[config.mk]
export PLATFORM = sky130hd
export DESIGN_NAME = ball_datapath_flat
export DESIGN_NICKNAME = d
export VERILOG_FILES = /design/src/rtl/ball_datapath_pkg.sv /design/src/rtl/ball_datapath_if.sv /design/src/rtl/ball_datapath_tick_divider.sv /design/src/rtl/ball_datapath.sv /design/src/flat_wrapper.sv
export SDC_FILE = /design/constraint.sdc
export NUM_CORES = 1
export LEC_CHECK = 0
export BUFFER_PORTS_ARGS = -buffer_cell sky130_fd_sc_hd__clkbuf_2
export CORE_MARGIN = 5
export CORE_UTILIZATION = 45
export DETAILED_ROUTE_END_ITERATION = 8
export SYNTH_ARGS = -nofsm -noshare
export SYNTH_HDL_FRONTEND = slang
export SYNTH_SLANG_ARGS = --single-unit
export TNS_END_PERCENT = 5
[constraint.sdc]
create_clock -name clk -period 5.8 [get_ports clk]
set_input_delay 1.16 -clock clk [delete_from_list [all_inputs] [get_ports clk]]
set_output_delay 1.16 -clock clk [all_outputs]
set_load 0.1 [all_outputs]
[src/rtl/ball_datapath_pkg.sv]
// Shared constants, FSM state encoding and direction encoding for the pong ball datapath.
package ball_datapath_pkg;

  localparam int unsigned DEF_SCREEN_W = 160;
  localparam int unsigned DEF_SCREEN_H = 120;
  localparam int unsigned DEF_TICK_DIV = 833333;
  localparam int unsigned DEF_BALL_X0  = 80;
  localparam int unsigned DEF_BALL_Y0  = 60;
  localparam int unsigned DEF_PADDLE_Y = 112;
  localparam int unsigned DEF_PADDLE_W = 16;
  localparam int unsigned DEF_SCORE_W  = 8;

  localparam int unsigned X_W   = 8;
  localparam int unsigned Y_W   = 7;
  localparam int unsigned POS_W = 9;

  typedef enum logic [1:0] {
    ST_IDLE   = 2'd0,
    ST_RUN    = 2'd1,
    ST_UPDATE = 2'd2,
    ST_MISS   = 2'd3
  } state_e;

  typedef enum logic {
    DIR_POS = 1'b0,
    DIR_NEG = 1'b1
  } dir_e;

endpackage

[src/rtl/ball_datapath_if.sv]
// Control-side inputs and draw/display-side outputs of the ball datapath.
interface ball_datapath_if
  import ball_datapath_pkg::*;
#(
  parameter int unsigned SCORE_W = DEF_SCORE_W
);
  logic               move_ball;
  logic               reset_movement;
  logic               reset_co;
  logic [X_W-1:0]     paddle_x;
  logic [X_W-1:0]     ball_x;
  logic [Y_W-1:0]     ball_y;
  logic [SCORE_W-1:0] score;
  logic               hit;
  logic               miss;
  logic               step;

  modport master (
    output move_ball, reset_movement, reset_co, paddle_x,
    input  ball_x, ball_y, score, hit, miss, step
  );

  modport slave (
    input  move_ball, reset_movement, reset_co, paddle_x,
    output ball_x, ball_y, score, hit, miss, step
  );
endinterface

[src/rtl/ball_datapath_tick_divider.sv]
// Frame-tick counter: counts enabled cycles modulo DIV, sync clear, combinational terminal count.
module ball_datapath_tick_divider #(
  parameter int unsigned DIV = 4
) (
  input  logic clk,
  input  logic reset,
  input  logic en_i,
  input  logic clr_i,
  output logic tc_c_o
);

  localparam int unsigned CNT_W = (DIV <= 2) ? 1 : $clog2(DIV);

  logic [CNT_W-1:0] cnt_q;
  logic [CNT_W-1:0] cnt_d;
  logic             at_top;

  assign at_top = (cnt_q == CNT_W'(DIV - 1));
  assign tc_c_o = en_i && !clr_i && at_top;

  always_comb begin
    cnt_d = cnt_q;
    if (clr_i) begin
      cnt_d = '0;
    end else if (en_i) begin
      cnt_d = at_top ? '0 : cnt_q + CNT_W'(1);
    end
  end

  always_ff @(posedge clk or posedge reset) begin
    if (reset) begin
      cnt_q <= '0;
    end else begin
      cnt_q <= cnt_d;
    end
  end

endmodule

[src/rtl/ball_datapath.sv]
// Ball movement FSM with wall/paddle bounce, saturating score and hit/miss/step strobes.
module ball_datapath
  import ball_datapath_pkg::*;
#(
  parameter int unsigned SCREEN_W = DEF_SCREEN_W,
  parameter int unsigned SCREEN_H = DEF_SCREEN_H,
  parameter int unsigned TICK_DIV = DEF_TICK_DIV,
  parameter int unsigned BALL_X0  = DEF_BALL_X0,
  parameter int unsigned BALL_Y0  = DEF_BALL_Y0,
  parameter int unsigned PADDLE_Y = DEF_PADDLE_Y,
  parameter int unsigned PADDLE_W = DEF_PADDLE_W,
  parameter int unsigned SCORE_W  = DEF_SCORE_W
) (
  input  logic           clk,
  input  logic           reset,
  ball_datapath_if.slave dp_io
);

  state_e             state_q;
  dir_e               dx_q, dx_d;
  dir_e               dy_q, dy_d;
  logic [X_W-1:0]     x_q, x_d;
  logic [Y_W-1:0]     y_q, y_d;
  logic [SCORE_W-1:0] score_q;
  logic               hit_q, miss_q, step_q;
  logic               hit_d, miss_d;
  logic               tick_en, tick_clr, tick_tc;
  logic               score_inc;
  logic [POS_W-1:0]   x_ext, y_ext, px_ext;

  ball_datapath_tick_divider #(
    .DIV (TICK_DIV)
  ) u_tick (
    .clk    (clk),
    .reset  (reset),
    .en_i   (tick_en),
    .clr_i  (tick_clr),
    .tc_c_o (tick_tc)
  );

  assign tick_en  = (state_q == ST_RUN) && dp_io.move_ball;
  assign tick_clr = !dp_io.reset_movement || (state_q != ST_RUN);

  // Bounce decisions on the pre-move position; compares run one bit wider so px+W cannot wrap.
  always_comb begin
    dx_d   = dx_q;
    dy_d   = dy_q;
    hit_d  = 1'b0;
    x_ext  = {1'b0, x_q};
    y_ext  = {2'b00, y_q};
    px_ext = {1'b0, dp_io.paddle_x};

    if (((x_q == '0) && (dx_q == DIR_NEG)) ||
        ((x_ext == POS_W'(SCREEN_W - 1)) && (dx_q == DIR_POS))) begin
      dx_d = (dx_q == DIR_POS) ? DIR_NEG : DIR_POS;
    end
    if ((y_q == '0) && (dy_q == DIR_NEG)) begin
      dy_d = DIR_POS;
    end
    if ((dy_q == DIR_POS) && ((y_ext + POS_W'(1)) == POS_W'(PADDLE_Y)) &&
        (px_ext <= x_ext) && (x_ext < (px_ext + POS_W'(PADDLE_W)))) begin
      dy_d  = DIR_NEG;
      hit_d = 1'b1;
    end

    x_d    = (dx_d == DIR_POS) ? x_q + X_W'(1) : x_q - X_W'(1);
    y_d    = (dy_d == DIR_POS) ? y_q + Y_W'(1) : y_q - Y_W'(1);
    miss_d = (y_d == Y_W'(SCREEN_H - 1));
  end

  assign score_inc = dp_io.reset_movement && (state_q == ST_UPDATE) && hit_d && !(&score_q);

  always_ff @(posedge clk or posedge reset) begin
    if (reset) begin
      state_q <= ST_IDLE;
      x_q     <= X_W'(BALL_X0);
      y_q     <= Y_W'(BALL_Y0);
      dx_q    <= DIR_POS;
      dy_q    <= DIR_NEG;
      score_q <= '0;
      hit_q   <= 1'b0;
      miss_q  <= 1'b0;
      step_q  <= 1'b0;
    end else begin
      hit_q  <= 1'b0;
      miss_q <= 1'b0;
      step_q <= 1'b0;

      if (!dp_io.reset_movement) begin
        state_q <= ST_IDLE;
        x_q     <= X_W'(BALL_X0);
        y_q     <= Y_W'(BALL_Y0);
        dx_q    <= DIR_POS;
        dy_q    <= DIR_NEG;
      end else begin
        case (state_q)
          ST_IDLE: begin
            if (dp_io.move_ball) state_q <= ST_RUN;
          end
          ST_RUN: begin
            if (tick_tc) state_q <= ST_UPDATE;
          end
          ST_UPDATE: begin
            x_q    <= x_d;
            y_q    <= y_d;
            dx_q   <= dx_d;
            dy_q   <= dy_d;
            step_q <= 1'b1;
            hit_q  <= hit_d;
            miss_q <= miss_d;
            state_q <= miss_d ? ST_MISS : ST_RUN;
          end
          ST_MISS: begin
            state_q <= ST_MISS;
          end
          default: state_q <= ST_IDLE;
        endcase
      end

      // Score clear wins over a same-cycle paddle hit.
      if (!dp_io.reset_co) begin
        score_q <= '0;
      end else if (score_inc) begin
        score_q <= score_q + SCORE_W'(1);
      end
    end
  end

  assign dp_io.ball_x = x_q;
  assign dp_io.ball_y = y_q;
  assign dp_io.score  = score_q;
  assign dp_io.hit    = hit_q;
  assign dp_io.miss   = miss_q;
  assign dp_io.step   = step_q;

endmodule

[src/flat_wrapper.sv]
// flat-port wrapper written by rule: the top's interface ports become plain ports
module ball_datapath_flat import ball_datapath_pkg::*;
#(
  parameter int unsigned SCREEN_W = DEF_SCREEN_W,
  parameter int unsigned SCREEN_H = DEF_SCREEN_H,
  parameter int unsigned TICK_DIV = DEF_TICK_DIV,
  parameter int unsigned BALL_X0  = DEF_BALL_X0,
  parameter int unsigned BALL_Y0  = DEF_BALL_Y0,
  parameter int unsigned PADDLE_Y = DEF_PADDLE_Y,
  parameter int unsigned PADDLE_W = DEF_PADDLE_W,
  parameter int unsigned SCORE_W  = DEF_SCORE_W
)
  (clk, reset, dp_io_move_ball, dp_io_reset_movement, dp_io_reset_co, dp_io_paddle_x, dp_io_ball_x, dp_io_ball_y, dp_io_score, dp_io_hit, dp_io_miss, dp_io_step);
  ball_datapath_if #(.SCORE_W(SCORE_W)) dp_io_i ();
  input  logic clk;
  input  logic reset;
  input wire logic [$bits(dp_io_i.move_ball)-1:0] dp_io_move_ball;
  input wire logic [$bits(dp_io_i.reset_movement)-1:0] dp_io_reset_movement;
  input wire logic [$bits(dp_io_i.reset_co)-1:0] dp_io_reset_co;
  input wire logic [$bits(dp_io_i.paddle_x)-1:0] dp_io_paddle_x;
  output wire logic [$bits(dp_io_i.ball_x)-1:0] dp_io_ball_x;
  output wire logic [$bits(dp_io_i.ball_y)-1:0] dp_io_ball_y;
  output wire logic [$bits(dp_io_i.score)-1:0] dp_io_score;
  output wire logic [$bits(dp_io_i.hit)-1:0] dp_io_hit;
  output wire logic [$bits(dp_io_i.miss)-1:0] dp_io_miss;
  output wire logic [$bits(dp_io_i.step)-1:0] dp_io_step;
  assign dp_io_i.move_ball = dp_io_move_ball;
  assign dp_io_i.reset_movement = dp_io_reset_movement;
  assign dp_io_i.reset_co = dp_io_reset_co;
  assign dp_io_i.paddle_x = dp_io_paddle_x;
  assign dp_io_ball_x = dp_io_i.ball_x;
  assign dp_io_ball_y = dp_io_i.ball_y;
  assign dp_io_score = dp_io_i.score;
  assign dp_io_hit = dp_io_i.hit;
  assign dp_io_miss = dp_io_i.miss;
  assign dp_io_step = dp_io_i.step;
  ball_datapath #(.SCREEN_W(SCREEN_W), .SCREEN_H(SCREEN_H), .TICK_DIV(TICK_DIV), .BALL_X0(BALL_X0), .BALL_Y0(BALL_Y0), .PADDLE_Y(PADDLE_Y), .PADDLE_W(PADDLE_W), .SCORE_W(SCORE_W)) u_core (.clk(clk), .reset(reset), .dp_io(dp_io_i));
endmodule
==> impl_metrics.toml, run 1 <==
[layout]
layoutNonFillerInstCount = 533
area.growth.synth_to_final_pct = 10.47
final_nets = 477
n_fill_cell = 766
seqCellArea_mm2 = 0.001260
final_common_cell = "dfrtp_1"
multi_input_area_mm2 = 0.002046
final_area_mm2 = 0.003830
final_cell_mix = "43 x dfrtp_1, 42 x nand2_1, 38 x nor2_1, 38 x clkbuf_2"
n_antenna_cell = 0
drive_gt1_share_pct = 15.31

[power_and_ir_drop]
p_per_area_mw_per_mm2 = 219.3
finalPower_w = 0.0008398
ir_drop_uv = 107.4
p_leak_nw = 1.699

[sta]
hold_viol_final = 0
fin_skew_ps = 11.10
fin_crit_sh_pct = 73.65
slew_headroom_pct = 30.06
setup_viol = 0
rsz0062_at_grt = "no"
tns_ps = 0
timing.fmax_mhz = 234.1
drv_slew = 0
min_period_ps = 4272
tightest_slew_ps = 1048

[logic_synthesis]
synth-seq-cells = 50
synth-edff-count = 0
synth_cell_types = 55
synth_cells = 395
yosysWarnings = 0
syn_nets = 442
netlist_area_mm2 = 0.003467
postSynthAreaPerCell_um2 = 8.777
ys_seq_area_share_pct = 36.34
synthFlopType = "dfrtp_1"
async_flop_share_pct = 100.0

[worst_setup_path]
critical_path_class = "in -> reg"
cpMaxStageDelayCell = "ha_1"
arrival_ps = 4480
rr_worst_depth = 16
r2r-end = "u_core.state_q[1]$_DFFE_PP0P_"
crit_fanout = 6
crit_top_cell = "ha_1"
cp-start-kind = "input pin"
r2r_slack_ps = 1970
crit_path_end_kind = "flip-flop"
crit_chain = "clkbuf_2 > ha_1 > xnor2_1 > ha_1 > and3_1 > o31ai_1 > a32o_1 > a32oi_4 > inv_1 > ha_1 > a211oi_1 > nor2_1 > a21o_1 > a21oi_1 > xnor2_1 > nand3_1 > o31ai_1"
max_stage_delay_ps = 340
r2r_start = "u_core.dp_io.ball_x[1]$_DFFE_PP0P_"
cp.required_ps = 6010

[clock_tree]
insertion_delay_ps = 310
cts_hold_buf = 0
h-tree-depth = 2
cts_resized = 0
cts_made_buffers = 5
cts_setup_buffers = 0
path_clk_slew_ps = 90
tritoncts = "done"
cts_max_path_buffers = 2
cts_sinks = 50
root_buffer = "clkbuf_8"

[drt]
drt-total-wl_mm = 7.430
vias_per_cell = 5.454
wl_per_cell_um = 13.94
first_pass_iters = 4
vias = 2907
ant_nets = 0
drtIter0Drc = 121
drc = 0

[placement]
io_buffers = 38
post-dp-hpwl_mm = 5.518
placed_cells = 525
routabilityCongestion = 0.7873
placed_area_mm2 = 0.003740

[hold_path]
holdCritStartpoint = "u_core.u_tick.cnt_q[19]$_DFFE_PP0P_"
min_path_type = "reg -> reg"
min_path_cells = 1
min_to = "u_core.u_tick.cnt_q[19]$_DFFE_PP0P_"

[floorplan]
die_w_um = 97.78
die-area_mm2 = 0.009560
die_y_um = 97.78
core_mm2 = 0.007607
pin_count = 39
start_util_pct = 45.58
num_rows = 32

[outcome]
status = "finished, final reports clean"

[job]
cap_violations = 0

[global_route]
grt_pass1_wl_mm = 12.93
grt_pass1_vias = 2851
grt_max_degree = 51
track_usage_pct = 16.01
grt_overflow = 0
antenna_found_initial = 0
==> worst max-delay path, delay by kind of cell <==
family / cells / cell delay, ps
AOI/OAI and AO/OA: 7 / 1500
xor gates and xnor gates: 2 / 290
adders and majority gates: 3 / 860
buffers and inverters: 2 / 300
and+or+nand+nor: 3 / 380
==> flip-flops by register name (all words and copies together) (netlist names) <==
register	flops
u_core.dp_io.ball_x	8
u_core.dp_io.ball_y	7
u_core.dp_io.hit	1
u_core.dp_io.miss	1
u_core.dp_io.score	8
u_core.dp_io.step	1
u_core.dx_q	1
u_core.dy_q	1
u_core.state_q	2
u_core.u_tick.cnt_q	20
==> synthesized netlist by cell type (8+ instances only) <==
cell type | number | area share (%)
a21oi_1 | 23 | 3.3
dfrtp_1 | 43 | 31
ha_1 | 32 | 12
inv_1 | 27 | 2.9
nand2_1 | 42 | 4.5
nand2b_1 | 8 | 1.4
nand3_1 | 13 | 1.9
nand4_1 | 10 | 1.8
nor2_1 | 38 | 4.1
o21ai_0 | 32 | 4.6
o31ai_1 | 8 | 1.7
xnor2_1 | 15 | 3.8
==> layout make-up <==
cell class	count	area share, %
inverters	27	2.646
well taps	102	3.332
repair buffers	40	5.358
clock inverters	3	0.5554
multi-input cells	306	53.41
clock buffers	5	1.797
flip-flops and latches	50	32.90
==> per-layer routing <==
| layer | up-vias | wire length, um | global-route usage [%] |
|---|---|---|---|
| met5 | - | 0 | 0 |
| met4 | 0 | 68 | 4.366 |
| met3 | 8 | 204 | 2.571 |
| met2 | 33 | 3693 | 28.20 |
| met1 | 1390 | 3465 | 20.36 |
| li1 | 1476 | - | - |
==> power breakdown <==
| group | switching [W] | internal (W) | leakage [nW] |
|---|---|---|---|
| clock | 0.000121 | 0.0000850 | 0.0441 |
| sequential | 0.0000208 | 0.000365 | 0.671 |
| combinational | 0.000169 | 0.0000791 | 0.984 |
| total | 0.000310 | 0.000529 | 1.70 |
==> worst max path at each step <==
stage                           start                             to  cells past startpoint
finish              dp_io_paddle_x[4]  u_core.state_q[1]$_DFFE_PP0P_                     17
global route        dp_io_paddle_x[4]    u_core.dp_io.miss$_DFF_PP0_                     17
CTS                 dp_io_paddle_x[4]  u_core.state_q[1]$_DFFE_PP0P_                     17
detailed placement  dp_io_paddle_x[4]  u_core.state_q[1]$_DFFE_PP0P_                     17
global placement    dp_io_paddle_x[4]  u_core.state_q[1]$_DFFE_PP0P_                     17
floorplan           dp_io_paddle_x[4]  u_core.state_q[1]$_DFFE_PP0P_                     16
==> through the flow <==
step                hold slack, ps  setup slack [ps]  util, %
global route                 536.6              1234    50.35
global placement             471.0              1405    49.16
CTS                          500.1              1505    50.35
finish                       494.0              1528    50.35
floorplan                    449.7              1684        -
detailed placement           487.3              1244    49.16
==> cells by family (layout without fill, tap and decap cells) <==
| logic type | count (synthesis) | count (layout) | synth area share (%) |
|---|---|---|---|
| XOR/XNOR | 22 | 22 | 5.558 |
| AND/OR/NAND/NOR | 151 | 151 | 21.83 |
| flip-flops | 50 | 50 | 36.34 |
| buffers and inverters | 39 | 75 | 4.656 |
| multiplexers | 1 | 1 | 0.2887 |
| adder cells (fa/ha/maj) | 34 | 34 | 12.70 |
| AO/OA/AOI/OAI | 98 | 98 | 18.62 |
Power figures use the tool's default switching activity.
==> run 2, diff against run 1 <==
--- a/config.mk
+++ b/config.mk
@@ -9,6 +9,7 @@
 export CORE_MARGIN = 5
 export CORE_UTILIZATION = 45
 export DETAILED_ROUTE_END_ITERATION = 8
+export PLACE_DENSITY = 0.66
 export SYNTH_ARGS = -nofsm -noshare
 export SYNTH_HDL_FRONTEND = slang
 export SYNTH_SLANG_ARGS = --single-unit
==> constraint.sdc (replaced) <==
create_clock -name clk -period 3.6 [get_ports clk]
set_input_delay 0.72 -clock clk [delete_from_list [all_inputs] [get_ports clk]]
set_output_delay 0.72 -clock clk [all_outputs]
set_load 0.1 [all_outputs]
==> impl_metrics.toml, run 2 (synthesized netlist as in run 1, its figures left out) <==
[worst_setup_path]
cp-start-kind = "input pin"
crit_fanout = 6
crit_chain = "clkbuf_2 > ha_1 > xnor2_1 > ha_1 > and3_1 > o31ai_1 > a32o_2 > a32oi_4 > inv_4 > ha_4 > a211oi_2 > nor2_1 > a21o_1 > a21oi_2 > xnor2_2 > nand3_2 > o31ai_2"
crit_path_end_kind = "flip-flop"
crit_top_cell = "ha_1"
critical_path_class = "in -> reg"
r2r_start = "u_core.dp_io.ball_x[4]$_DFFE_PP1P_"
max_stage_delay_ps = 290
arrival_ps = 3720
startpoint = "dp_io_paddle_x[4]"
cp.required_ps = 3830
cpMaxStageDelayCell = "ha_1"

[clock_tree]
cts_sinks = 50
cts_max_path_buffers = 2
h-tree-depth = 2
insertion_delay_ps = 320
tritoncts = "done"
path_clk_slew_ps = 100
cts_setup_buffers = 0
cts_made_buffers = 5
cts_hold_buf = 0
root_buffer = "clkbuf_8"
cts_resized = 0

[sta]
drv_slew = 0
slew_headroom_pct = 51.25
min_period_ps = 3491
tns_ps = 0
timing.fmax_mhz = 286.4
setup_viol = 0
hold_viol_final = 0
fin_crit_sh_pct = 96.97
fin_skew_ps = 19.26
tightest_slew_ps = 730.2

[drt]
maxUsedRoutingLayer = "met4"
vias = 3023
dr_wl_met2_mm = 3.683
drt-total-wl_mm = 7.734
m1WireLength_mm = 3.602
drc = 0
wl_per_cell_um = 13.94
vias_per_cell = 5.447
wl_met3_um = 270
drtIter0Drc = 77
ant_nets = 0
first_pass_iters = 4

[floorplan]
start_util_pct = 45.58
pin_count = 39
core_mm2 = 0.007607
die_y_um = 97.78
die_w_um = 97.78
num_rows = 32
die-area_mm2 = 0.009560

[power_and_ir_drop]
p_per_area_mw_per_mm2 = 355.4
p_leak_nw = 1.813
pwr-share-comb_pct = 33.3
switching_share_pct = 37.17
intPower_w = 0.0009148
p_sw_w = 0.0005412
ir_drop_uv = 155.5
clkPwrFrac_pct = 23.8
seq_power_share_pct = 42.9

[placement]
post-dp-hpwl_mm = 5.729
io_buffers = 38
routabilityCongestion = 0.8578
placed_area_mm2 = 0.003944

[layout]
drive_gt1_share_pct = 23.62
final_cell_mix = "42 x nand2_1, 38 x nor2_1, 38 x clkbuf_2"
final_common_cell = "nand2_1"
largest_register_ffs = 20
n_antenna_cell = 0
area.growth.synth_to_final_pct = 18.15
final_area_mm2 = 0.004096
top_register = "u_core.u_tick.cnt_q"
final_nets = 499

[outcome]
status = "finished, final reports clean"

[global_route]
grt_overflow = 0
antenna_found_initial = 0
grt_max_degree = 35
grt_pass1_wl_mm = 13.72
grt_pass1_vias = 3047
track_usage_pct = 16.92

[hold_path]
holdCritStartpoint = "u_core.u_tick.cnt_q[5]$_DFFE_PP0P_"
min_path_type = "reg -> reg"

[job]
cap_violations = 0
-- run 2: path summary, 6_finish.rpt --
check	to	slack, ps	depth (start not counted)
setup / recovery	u_core.state_q[1]$_DFFE_PP0P_	110	17
hold / removal	u_core.u_tick.cnt_q[5]$_DFFE_PP0P_	490	1
setup reg to reg	u_core.state_q[1]$_DFFE_PP0P_	160	15
hold reg to reg	u_core.u_tick.cnt_q[5]$_DFFE_PP0P_	490	1
max in group asynchronous	u_core.dp_io.ball_y[2]$_DFFE_PP1P_	2330	3
min in group asynchronous	u_core.u_tick.cnt_q[19]$_DFFE_PP0P_	510	2
-- run 2: per-layer routing --
layer / vias up / GRT usage (%)
li1: 1522 / -
met1: 1425 / 21.91
met2: 55 / 28.57
met3: 21 / 3.143
met4: 0 / 5.644
met5: - / 0
-- run 2: critical path: cells and delay by family --
family | cells | cell delay [ps]
adders and majority gates | 3 | 740
and+or+nand+nor | 3 | 380
AOI/OAI and AO/OA | 7 | 1380
xor gates and xnor gates | 2 | 280
buffers and inverters | 2 | 210
-- run 2: stage by stage --
| stage | utilization (%) | hold slack, ps | cells | total power (W) | setup WS [ps] |
|---|---|---|---|---|---|
| global placement | 51.84 | 465.0 | 547 | 0.001090 | -152.9 |
| CTS | 53.06 | 492.9 | 555 | 0.001449 | 17.30 |
| finish | 53.85 | 491.7 | 555 | 0.001456 | 108.9 |
| floorplan | - | 449.7 | 395 | 0.0009644 | 6.496 |
| global route | 53.85 | 532.6 | 555 | 0.001547 | -28.95 |
| detailed placement | 51.84 | 480.1 | 547 | 0.001099 | -328.5 |
-- run 2: power groups by stage --
stage	Combinational, W	Clock (W)	Sequential (W)
after global routing	0.000537	0.000380	0.000630
after floorplan	0.000244	0	0.000720
after CTS	0.000468	0.000357	0.000624
final	0.000484	0.000346	0.000625
after detailed placement	0.000464	0	0.000635
after global placement	0.000456	0	0.000634
-- run 2: cell type report --
class / instances / area [um2]
clock buffer: 5 / 68.82
inverter: 27 / 103.9
tap: 102 / 127.6
fill: 712 / 3511
timing repair buffer: 62 / 370.4
clock inverter: 3 / 23.77
sequential: 50 / 1276
multi-input combinational: 306 / 2126
==> run 3, diff against run 2 <==
--- a/config.mk
+++ b/config.mk
@@ -6,10 +6,11 @@
 export NUM_CORES = 1
 export LEC_CHECK = 0
 export BUFFER_PORTS_ARGS = -buffer_cell sky130_fd_sc_hd__clkbuf_2
+export CAP_MARGIN = 20
 export CORE_MARGIN = 5
 export CORE_UTILIZATION = 45
 export DETAILED_ROUTE_END_ITERATION = 8
-export PLACE_DENSITY = 0.66
+export PLACE_DENSITY = 0.71
 export SYNTH_ARGS = -nofsm -noshare
 export SYNTH_HDL_FRONTEND = slang
 export SYNTH_SLANG_ARGS = --single-unit
==> impl_metrics.toml, run 3 (synthesized netlist as in run 1, its figures left out) <==
[power_and_ir_drop]
p_per_area_mw_per_mm2 = 349.3
finalPower_w = 0.001422
p_leak_nw = 1.809
ir_drop_uv = 219.2

[floorplan]
core_mm2 = 0.007607
die_w_um = 97.78
pin_count = 39
die-area_mm2 = 0.009560
die_y_um = 97.78
start_util_pct = 45.58
num_rows = 32

[layout]
final_nets = 497
final_cell_mix = "42 x nand2_1, 38 x clkbuf_2, 37 x nor2_1, 37 x dfrtp_1, 31 x o21ai_0"
n_antenna_cell = 0
final_common_cell = "nand2_1"
largest_register_ffs = 20
drive_gt1_share_pct = 23.50
final_area_mm2 = 0.004071
top_register = "u_core.u_tick.cnt_q"
area.growth.synth_to_final_pct = 17.43

[sta]
hold_viol_final = 0
min_period_ps = 3530
rsz0062_at_grt = "yes"
hold_ws_ps = 489.8
tightest_slew_ps = 895.0
fin_skew_ps = 6.598
fin_crit_sh_pct = 98.06
timing.final.ws_setup_ps = 69.83
drv_slew = 0
setup_viol = 0
timing.fmax_mhz = 283.3
slew_headroom_pct = 40.24
tns_ps = 0

[clock_tree]
cts_made_buffers = 5
path_clk_slew_ps = 90
cts_hold_buf = 0
insertion_delay_ps = 290
cts_setup_buffers = 0
root_buffer = "clkbuf_8"
cts_sinks = 50
cts_max_path_buffers = 2
h-tree-depth = 2
tritoncts = "done"

[drt]
drc = 0
vias_per_cell = 5.539
first_pass_iters = 4
wl_per_cell_um = 14.16
drtIter0Drc = 129
vias = 3063
ant_nets = 0
drt-total-wl_mm = 7.831

[worst_setup_path]
crit_fanout = 4
critical_path_class = "in -> reg"
crit_path_end_kind = "flip-flop"
cp.required_ps = 3810
cp-start-kind = "input pin"
arrival_ps = 3740

[global_route]
grt_pass1_wl_mm = 13.47
grt_max_degree = 44
antenna_found_initial = 0
grt_overflow = 0
grt_pass1_vias = 2999
track_usage_pct = 16.61

[placement]
post-dp-hpwl_mm = 5.996
placed_area_mm2 = 0.003929
io_buffers = 38
post-place-ws_ps = -315.6
routabilityCongestion = 0.8472

[job]
cap_violations = 0

[outcome]
status = "finished, final reports clean"

[hold_path]
min_path_type = "reg -> reg"
-- run 3: cell type report --
type	instances	area [um2]
Clock buffer	6	72.57
Multi-Input combinational cell	306	2122
Fill cell	741	3536
Inverter	27	103.9
Clock inverter	2	13.76
Timing Repair Buffer	60	355.3
Sequential cell	50	1276
Tap cell	102	127.6
-- run 3: stage by stage --
| step | instances | utilization [%] |
|---|---|---|
| global route | 553 | 53.52 |
| CTS | 553 | 52.78 |
| detailed placement | 545 | 51.64 |
| finish | 553 | 53.52 |
| global placement | 545 | 51.64 |
| floorplan | 395 | - |
-- run 3: report_power, final --
part           internal (W)  switching (W)  leakage, nW
logic              0.000185       0.000299         1.10
clock network      0.000137       0.000176       0.0452
registers          0.000591      0.0000350        0.660
-- run 3: final timing paths --
check,cells past startpoint,slack (ps),endpoint,start
max in group asynchronous,2,2350,u_core.dp_io.ball_x[1]$_DFFE_PP0P_,reset
min in group asynchronous,2,600,u_core.dp_io.score[2]$_DFFE_PP0P_,reset
worst min-delay path,1,490,u_core.u_tick.cnt_q[5]$_DFFE_PP0P_,u_core.u_tick.cnt_q[5]$_DFFE_PP0P_
worst max-delay path,18,70,u_core.dp_io.ball_y[6]$_DFFE_PP0P_,dp_io_paddle_x[5]
worst max register to register,16,180,u_core.dp_io.miss$_DFF_PP0_,u_core.dp_io.ball_x[4]$_DFFE_PP1P_
worst min register to register,1,490,u_core.u_tick.cnt_q[5]$_DFFE_PP0P_,u_core.u_tick.cnt_q[5]$_DFFE_PP0P_
-- run 3: worst max-delay path: stages --
cell and delay, ps:
clkbuf_2 110, ha_1 200, xnor2_1 130, ha_1 290, a21o_1 180, a21oi_1 150
a32o_2 200, a32oi_4 130, buf_4 190, fa_1 400, nand2b_4 160, a21oi_2 130
o21ai_0 90, nand2b_1 120, xnor2_2 110, buf_4 140, nand2b_1 120, o211ai_1 150
-- run 3: timing repair --
item,4_1_cts,5_1_grt
endpoints found under the setup margin,0,4
gates resized for setup,0,12
endpoints found under the hold margin,0,0
-- run 3: routing by layer --
metal	global-route usage, %	routed length [um]	vias to the layer above
li1	-	-	1520
met1	21.23	3626	1494
met2	29.41	3883	43
met3	3.071	239	6
met4	3.408	82	0
met5	0	0	-
